[src/rtl/prg_dma_loader_if.sv]
// Bus bundle for the PRG DMA loader: byte-stream handshake on one side,
// C64 expansion-port DMA signals on the other, plus status flags.
interface prg_dma_loader_if;
  logic [7:0]  s_data;
  logic        s_valid;
  logic        s_last;
  logic        s_ready;
  logic        phi2;
  logic        ba;
  logic        dma;
  logic [15:0] addr;
  logic [7:0]  dout;
  logic        rw;
  logic        busy;
  logic        done;
  logic        err;

  // Loader side: consumes the stream, drives the C64 bus
  modport master (
    input  s_data, s_valid, s_last, phi2, ba,
    output s_ready, dma, addr, dout, rw, busy, done, err
  );

  // Host / system side: supplies the stream and phi2/ba, observes the bus
  modport slave (
    output s_data, s_valid, s_last, phi2, ba,
    input  s_ready, dma, addr, dout, rw, busy, done, err
  );
endinterface

[src/rtl/prg_dma_loader.sv]
// PRG DMA loader: takes a .PRG byte stream (load address LSB/MSB, then
// payload), holds the CPU off via DMA and writes each payload byte to
// consecutive C64 addresses, one write per phi2 high phase, gated by BA.
// Optionally patches BASIC's VARTAB pointer with the end address.
module prg_dma_loader #(
  parameter bit          PATCH_VARTAB = 1'b1,
  parameter logic [15:0] VARTAB_ADDR  = 16'h002D
) (
  input  logic              clk,
  input  logic              reset,
  prg_dma_loader_if.master  bus
);

  typedef enum logic [3:0] {
    S_IDLE,
    S_HDR_LO,
    S_HDR_HI,
    S_FETCH,
    S_ARM,
    S_WRITE,
    S_PTR_LO,
    S_PTR_HI,
    S_DONE
  } state_t;

  // What the write currently in S_WRITE is for; decides where to go on fall
  typedef enum logic [1:0] {
    WK_DATA,
    WK_PTR_LO,
    WK_PTR_HI
  } wkind_t;

  state_t      state_q, state_d;
  wkind_t      kind_q, kind_d;
  logic [15:0] addr_q, addr_d;
  logic [7:0]  dout_q, dout_d;
  logic        rw_q, rw_d;
  logic        dma_q, dma_d;
  logic        err_q, err_d;
  logic        last_q, last_d;
  logic [7:0]  endhi_q, endhi_d;
  logic        phi2_q;

  logic        phi2_rise;
  logic        phi2_fall;
  logic        s_ready_c;
  logic        accept;
  logic [15:0] addr_inc;

  assign phi2_rise = bus.phi2 & ~phi2_q;
  assign phi2_fall = ~bus.phi2 & phi2_q;
  assign accept    = s_ready_c & bus.s_valid;
  // 16-bit wrap is intended: $FFFF + 1 -> $0000
  assign addr_inc  = addr_q + 16'd1;

  // State and datapath registers; reset drops DMA and releases the bus at once
  always_ff @(posedge clk) begin
    if (reset) begin
      state_q <= S_IDLE;
      kind_q  <= WK_DATA;
      addr_q  <= 16'h0000;
      dout_q  <= 8'h00;
      rw_q    <= 1'b1;
      dma_q   <= 1'b0;
      err_q   <= 1'b0;
      last_q  <= 1'b0;
      endhi_q <= 8'h00;
      phi2_q  <= 1'b0;
    end else begin
      state_q <= state_d;
      kind_q  <= kind_d;
      addr_q  <= addr_d;
      dout_q  <= dout_d;
      rw_q    <= rw_d;
      dma_q   <= dma_d;
      err_q   <= err_d;
      last_q  <= last_d;
      endhi_q <= endhi_d;
      phi2_q  <= bus.phi2;
    end
  end

  // Next-state and register-update logic for the load sequencer
  always_comb begin
    state_d   = state_q;
    kind_d    = kind_q;
    addr_d    = addr_q;
    dout_d    = dout_q;
    rw_d      = rw_q;
    dma_d     = dma_q;
    err_d     = err_q;
    last_d    = last_q;
    endhi_d   = endhi_q;
    s_ready_c = 1'b0;

    unique case (state_q)
      S_IDLE: begin
        if (bus.s_valid) begin
          state_d = S_HDR_LO;
        end
      end

      S_HDR_LO: begin
        s_ready_c = 1'b1;
        if (accept) begin
          if (bus.s_last) begin
            err_d   = 1'b1;
            state_d = S_IDLE;
          end else begin
            addr_d[7:0] = bus.s_data;
            state_d     = S_HDR_HI;
          end
        end
      end

      S_HDR_HI: begin
        s_ready_c = 1'b1;
        if (accept) begin
          if (bus.s_last) begin
            err_d   = 1'b1;
            state_d = S_IDLE;
          end else begin
            addr_d[15:8] = bus.s_data;
            state_d      = S_FETCH;
          end
        end
      end

      S_FETCH: begin
        s_ready_c = 1'b1;
        if (accept) begin
          dout_d  = bus.s_data;
          last_d  = bus.s_last;
          dma_d   = 1'b1;
          state_d = S_ARM;
        end
      end

      // Start a write only on a phi2 rising edge the VIC is not stealing
      S_ARM: begin
        if (phi2_rise && bus.ba) begin
          rw_d    = 1'b0;
          kind_d  = WK_DATA;
          state_d = S_WRITE;
        end
      end

      S_PTR_LO: begin
        if (phi2_rise && bus.ba) begin
          rw_d    = 1'b0;
          kind_d  = WK_PTR_LO;
          state_d = S_WRITE;
        end
      end

      S_PTR_HI: begin
        if (phi2_rise && bus.ba) begin
          rw_d    = 1'b0;
          kind_d  = WK_PTR_HI;
          state_d = S_WRITE;
        end
      end

      // Hold addr/dout/rw through phi2 high; finish the cycle on its fall
      S_WRITE: begin
        if (phi2_fall) begin
          rw_d   = 1'b1;
          addr_d = addr_inc;
          unique case (kind_q)
            WK_DATA: begin
              if (!last_q) begin
                state_d = S_FETCH;
              end else if (PATCH_VARTAB) begin
                // addr_inc is the end address; stash its MSB for PTR_HI
                endhi_d = addr_inc[15:8];
                dout_d  = addr_inc[7:0];
                addr_d  = VARTAB_ADDR;
                state_d = S_PTR_LO;
              end else begin
                dma_d   = 1'b0;
                state_d = S_DONE;
              end
            end
            WK_PTR_LO: begin
              // addr_inc is VARTAB_ADDR + 1 here
              dout_d  = endhi_q;
              state_d = S_PTR_HI;
            end
            default: begin
              dma_d   = 1'b0;
              state_d = S_DONE;
            end
          endcase
        end
      end

      S_DONE: begin
        state_d = S_IDLE;
      end

      default: begin
        state_d = S_IDLE;
        rw_d    = 1'b1;
        dma_d   = 1'b0;
      end
    endcase
  end

  assign bus.s_ready = s_ready_c;
  assign bus.dma     = dma_q;
  assign bus.addr    = addr_q;
  assign bus.dout    = dout_q;
  assign bus.rw      = rw_q;
  assign bus.err     = err_q;
  assign bus.done    = (state_q == S_DONE);
  assign bus.busy    = (state_q != S_IDLE) && (state_q != S_DONE);

endmodule

[src/flat_wrapper.sv]
// flat-port wrapper written by rule: the top's interface ports become plain ports
module prg_dma_loader_flat 
#(
  parameter bit          PATCH_VARTAB = 1'b1,
  parameter logic [15:0] VARTAB_ADDR  = 16'h002D
)
  (clk, reset, bus_s_data, bus_s_valid, bus_s_last, bus_phi2, bus_ba, bus_s_ready, bus_dma, bus_addr, bus_dout, bus_rw, bus_busy, bus_done, bus_err);
  prg_dma_loader_if bus_i ();
  input  logic clk;
  input  logic reset;
  input wire logic [$bits(bus_i.s_data)-1:0] bus_s_data;
  input wire logic [$bits(bus_i.s_valid)-1:0] bus_s_valid;
  input wire logic [$bits(bus_i.s_last)-1:0] bus_s_last;
  input wire logic [$bits(bus_i.phi2)-1:0] bus_phi2;
  input wire logic [$bits(bus_i.ba)-1:0] bus_ba;
  output wire logic [$bits(bus_i.s_ready)-1:0] bus_s_ready;
  output wire logic [$bits(bus_i.dma)-1:0] bus_dma;
  output wire logic [$bits(bus_i.addr)-1:0] bus_addr;
  output wire logic [$bits(bus_i.dout)-1:0] bus_dout;
  output wire logic [$bits(bus_i.rw)-1:0] bus_rw;
  output wire logic [$bits(bus_i.busy)-1:0] bus_busy;
  output wire logic [$bits(bus_i.done)-1:0] bus_done;
  output wire logic [$bits(bus_i.err)-1:0] bus_err;
  assign bus_i.s_data = bus_s_data;
  assign bus_i.s_valid = bus_s_valid;
  assign bus_i.s_last = bus_s_last;
  assign bus_i.phi2 = bus_phi2;
  assign bus_i.ba = bus_ba;
  assign bus_s_ready = bus_i.s_ready;
  assign bus_dma = bus_i.dma;
  assign bus_addr = bus_i.addr;
  assign bus_dout = bus_i.dout;
  assign bus_rw = bus_i.rw;
  assign bus_busy = bus_i.busy;
  assign bus_done = bus_i.done;
  assign bus_err = bus_i.err;
  prg_dma_loader #(.PATCH_VARTAB(PATCH_VARTAB), .VARTAB_ADDR(VARTAB_ADDR)) u_core (.clk(clk), .reset(reset), .bus(bus_i));
endmodule
[config.mk]
export PLATFORM = sky130hd
export DESIGN_NAME = prg_dma_loader_flat
export DESIGN_NICKNAME = d
export VERILOG_FILES = /design/src/rtl/prg_dma_loader_if.sv /design/src/rtl/prg_dma_loader.sv /design/src/flat_wrapper.sv
export SDC_FILE = /design/constraint.sdc
export NUM_CORES = 1
export LEC_CHECK = 0
export ABC_AREA = 1
export BUFFER_PORTS_ARGS = -buffer_cell sky130_fd_sc_hd__buf_2
export CAP_MARGIN = 20
export CORE_MARGIN = 2
export CORE_UTILIZATION = 51
export DETAILED_ROUTE_END_ITERATION = 6
export PLACE_DENSITY_LB_ADDON = 0.15
export SLEW_MARGIN = 30
export SYNTH_ARGS = -nofsm -noshare
export SYNTH_HDL_FRONTEND = slang
export SYNTH_SLANG_ARGS = --single-unit
[constraint.sdc]
create_clock -name clk -period 1.2 [get_ports clk]
set_input_delay 0 -clock clk [delete_from_list [all_inputs] [get_ports clk]]
set_output_delay 0 -clock clk [all_outputs]
set_load 0.005 [all_outputs]
# Word level (Yosys, flattened, before mapping)
# Index checks and enable logic that the tools add are counted.
# totals
register_bits	43
in_bits	14
out_inout_bits	30
elab_cells	103
# classes
addsub	1
eq_ne	24
muxes	35
bitwise_logic	7
reduce_logical	25
# op_table
operator	n
$pmux W8 S2	4
$mux W16	3
$mux W8	5
$mux W4	6
$pmux W4 S6	1
$reduce_and A4 Y1	5
$add A16 B1 Y16 const B	1
$eq A4 B3 Y1 const B	4
$ne A2 B1 Y1 const B	8
$mux W2	5
$eq A4 B2 Y1 const B	2
$ne A2 B2 Y1 const B	4
$pmux W4 S2	1
$reduce_or A7 Y1	1
$mux W1	6
$pmux W1 S3	2
$pmux W2 S3	1
$reduce_and A3 Y1	2
$reduce_and A6 Y1	1
$reduce_bool A2 Y1	3
$reduce_or A3 Y1	2
$reduce_and A5 Y1	1
$reduce_or A5 Y1	1
$eq A4 B1 Y1 const B	1
other kinds (15)	22

# Depth between registers and ports, before layout
# depth
word_depth	6
mapped_depth	11
depth_no_buf	10

# Least setup slack after synthesis
# Ideal clock, no wire load.
# synth_path
kind	flip-flop to flip-flop
startpoint	register u_core.state_q[1]
endpoint	register u_core.addr_q[7] (netlist: u_core.bus.addr[7])
setup_ns	0.116
t_arrival_ns	1.212
required_ns	1.084
path_slack_ns	-0.128
stages_incl_launch_ff	11
cell_sequence	dfxtp_1 > inv_2 > nand2_4 > nor2_4 > nand2_4 > nand2_1 > nor2_2 > buf_6 > nand2_1 > nor2_1 > nor2_1
# synth_via
elab_chain_cells	6
word_cells_on_any_way	13
classes_between	eq/ne (7); mux (2); bitwise (1); reduce/logical (3)
# synth_lines
element	line_no	text
start: declaration	prg_dma_loader.sv:33	state_t state_q, state_d;
start signal: assignment	prg_dma_loader.sv:70	state_q <= state_d;
$eq A4 B1 Y1 / $eq A4 B2 Y1 (equally long branches)	prg_dma_loader.sv:96	unique case (state_q)
$reduce_or A3 Y1 (no line)	--	
$mux W1	prg_dma_loader.sv:96	
$and A1 B1 Y1	prg_dma_loader.sv:52	assign accept = s_ready_c & bus.s_valid;
$ne A2 B1 Y1 (no line)	--	
$reduce_and A4 Y1 (no line)	--	
end signal: assignment	prg_dma_loader.sv:72	addr_q <= addr_d;
end: declaration	prg_dma_loader.sv:35	logic [15:0] addr_q, addr_d;
# Parallel ways exist; a longest one is shown, timed or not.
# A chain may end at the register's enable or synchronous reset.

# Final worst setup path
# layout_path
startpoint	register u_core.state_q[0]
endpoint	register u_core.addr_q[12] (netlist: u_core.bus.addr[12])
# The elaborated chain is that of the path after synthesis.

==> metrics.md <==
| Metric | Value |
|---|---|
| Tot Pwr | `4354 µW` |
| Tmin final | `1.638 ns` |
| Vias in the first global route | `3241` |
| Port bufs | `43` |
| Root buffer cell | `clkbuf_8` |
| Initial DRC Count | `558` |
| FMAX | `0.6106 GHz` |
| Grt total ovfl | `0` |
| Footprint of the multi-input gates | `0.001959 mm²` |
| Worst slew pin tran | `0.4445 ns` |
| Mapped Area | `0.002728 mm²` |
| VDD IR max | `845.2 µV` |
| Synthesis Warnings | `0` |
| Total Routing Usage GR | `0.3259` |
| First-pass GRT wire length | `15480 µm` |
| Routed length per instance | `18.68 µm` |
| WL final | `11970 µm` |
| Post-synthesis sequential area ratio | `0.3156` |
| Non-filler cells, final | `641` |
| Core ar. | `0.005140 mm²` |
| WHS Path Cells | `3` |
| IO Count | `44` |
| Max-slew violations | `0` |
| Drc violations | `0` |
| Syn_area_per_cell | `6.075 µm²` |
| R2r startpoint | `u_core.state_q[0]` |
| Antenna violations before repair | `0` |
| Worst hold path class | `in2reg` |
| ANT nets after route | `0` |
| Total vias in the final route | `3777` |
| CTS Sinks | `43` |
| Unrepaired setup endpoints after global routing | `yes` |
| Max Cap Violations | `0` |
| Post-DP HPWL | `6328 µm` |
| Final WS setup | `-0.4377 ns` |
| Std-Cell Rows | `26` |
| Final setup vio count | `45` |
| Final hold vios | `0` |
| Largest net degree at the start of global routing | `29` |
| Critical path capture point type | `flop` |
| DR vias/cell | `5.892` |
| # H-tree levels | `2` |
| Final-stage net count | `585` |
| TritonCTS buffer count | `5` |
| Die area | `0.005949 mm²` |
| Synth Register Bits | `43` |
| Layout cell share with drive strength beyond 1 | `0.4413` |
| P per Cell Area | `1016 mW/mm²` |
| DRT Pass-1 Iters | `7` |
| Worst Path Max Fanout | `8` |
| Failing checks | `negative setup slack` |
| Worst hold start | `bus_s_last` |
| Worst-path clk slew | `0.10 ns` |
| FF-to-FF End | `u_core.bus.addr[12]` |
| Die W | `77.13 µm` |
| Routability cong. | `0.9697` |
| Yosys cell types | `28` |
| Placed cell count | `605` |
| Ant. Diodes | `0` |
| Post-synth net total | `464` |
| Synth Instances | `449` |
| Max-slew headroom | `0.7005` |
| Register Area | `884.6 µm²` |
| Status | `complete, but fails checks` |
| Crit path kind | `reg2reg` |
| Hold Path End | `u_core.bus.err` |
| Initial Utilization | `0.5307` |
| Worst setup SP type | `flop` |
| Clock Skews | `0.008169 ns` |
| Clock buffer depth | `2` |
| CTS tree | `done` |
| R2R cell count | `9` |
| Leak | `0.002111 µW` |
| R2R setup slack | `-0.44 ns` |
| CP arrival | `1.89 ns` |
| FILL cells | `301` |
| Worst skew pair latency | `0.32 ns` |
| Area grow syn2layout | `57.16%` |
| Period utilization | `1.365` |
| CP required | `1.45 ns` |
| Die Span Y | `77.13 µm` |
-- metrics by stage --
stage / TNS (ns) / hold slack, ns / util / setup slack [ns] / instance area [µm²]
floorplan: -1.112 / 0.1251 / - / -0.08002 / 2784
global placement: -6.348 / 0.2344 / 0.6699 / -0.3421 / 3443
detailed placement: -7.269 / 0.2473 / 0.6699 / -0.3314 / 3443
CTS: -7.344 / 0.0005372 / 0.7700 / -0.2443 / 3958
global route: -14.70 / 0.08623 / 0.8340 / -0.5261 / 4287
finish: -12.39 / 0.04399 / 0.8340 / -0.4377 / 4287
-- how the worst max path moves through the flow --
stage / startpoint / to / slack (ns)
after global placement: u_core.state_q[3] / u_core.bus.addr[6] / -0.34
after global routing: u_core.bus.addr[3] / u_core.bus.dout[6] / -0.53
after detailed placement: u_core.state_q[3] / u_core.bus.addr[6] / -0.33
after CTS: u_core.state_q[1] / u_core.bus.addr[6] / -0.24
after floorplan: u_core.state_q[3] / u_core.bus.dout[1] / -0.08
final: u_core.state_q[0] / u_core.bus.addr[12] / -0.44
-- power breakdown --
| part | total, µW | leakage (µW) | internal [µW] | switching (µW) |
|---|---|---|---|---|
| logic | 1290 | 0.00169 | 569 | 721 |
| registers | 1610 | 0.000354 | 1510 | 99.2 |
| clock network | 1450 | 0.0000687 | 834 | 620 |
| total | 4350 | 0.00211 | 2910 | 1440 |
-- cell usage in the layout (no fill, tap or decap), drive strengths merged --
cell           n
nand3b         2
o211ai         1
nand4          6
o22ai          2
inv           69
nor2          82
xor2           3
clkbuf         5
nand3         35
clkinv         1
dlygate4sd3    3
a31oi          1
o21ai         30
dfxtp         43
bufinv         2
nand2        139
ha             1
a21oi         29
buf          117
-- worst max-delay path, stage by stage, from the launching register on --
cell,delay (ns)
dfxtp_4,0.39
inv_4,0.08
nand2_1,0.14
inv_1,0.14
nand3_1,0.13
nand2_2,0.17
nand3_4,0.16
nand2_1,0.14
nand2_1,0.07
a21oi_1,0.15
-- kinds of logic (layout without fill, tap and decap cells) --
logic type      after synthesis  after routing  synth area share
flops                        43             43            0.3156
xor+xnor                      3              3          0.009635
fa+ha+maj                     1              1          0.004586
buf+inv                      79            197            0.1257
compound gates               63             63            0.1206
simple gates                260            264            0.4238
-- flip-flops by register name, summed over array words and instances (netlist names), 2 cells and up --
register / count
u_core.kind_q: 2
u_core.state_q: 4
u_core.bus.dout: 8
u_core.endhi_q: 8
u_core.bus.addr: 16
-- Yosys cell counts, drive strengths merged --
master,count,area (µm²)
nand4,6,37.54
xor2,3,26.28
clkinv,1,3.750
nand3b,2,15.01
nand2,137,574.3
o22ai,2,12.51
nor2,81,346.6
ha,1,12.51
buf,7,66.31
o211ai,1,7.510
nand3,34,182.7
o21ai,30,150.1
dfxtp,43,860.8
clkbuf,3,12.51
a31oi,1,6.260
a21oi,29,152.7
inv,68,260.3
-- metal layers --
| metal | track usage | vias to the layer above | part of all wire |
|---|---|---|---|
| li1 | - | 1643 | - |
| met1 | 0.4079 | 1707 | 0.35 |
| met2 | 0.5583 | 334 | 0.46 |
| met3 | 0.06353 | 93 | 0.12 |
| met4 | 0.1107 | 0 | 0.068 |
| met5 | 0 | - | 0 |
-- area by class of cell --
| type | instances | area share |
|---|---|---|
| timing repair buffer | 120 | 0.2172 |
| multi-input combinational | 331 | 0.4571 |
| clock inverter | 3 | 0.01547 |
| clock buffer | 5 | 0.01605 |
| tap | 70 | 0.02043 |
| sequential | 43 | 0.2064 |
| inverter | 69 | 0.06743 |
-- what timing repair did --
item | CTS | global route
pin swaps | 35 | 31
cloned | 3 | 1
hold endpoints to repair | 3 | 0
setup endpoints to repair | 45 | 45
hold buffers | 3 | 0
buffers inserted | 10 | 14
resized for setup | 74 | 54
No activity file was read; power rests on OpenSTA's default activity.
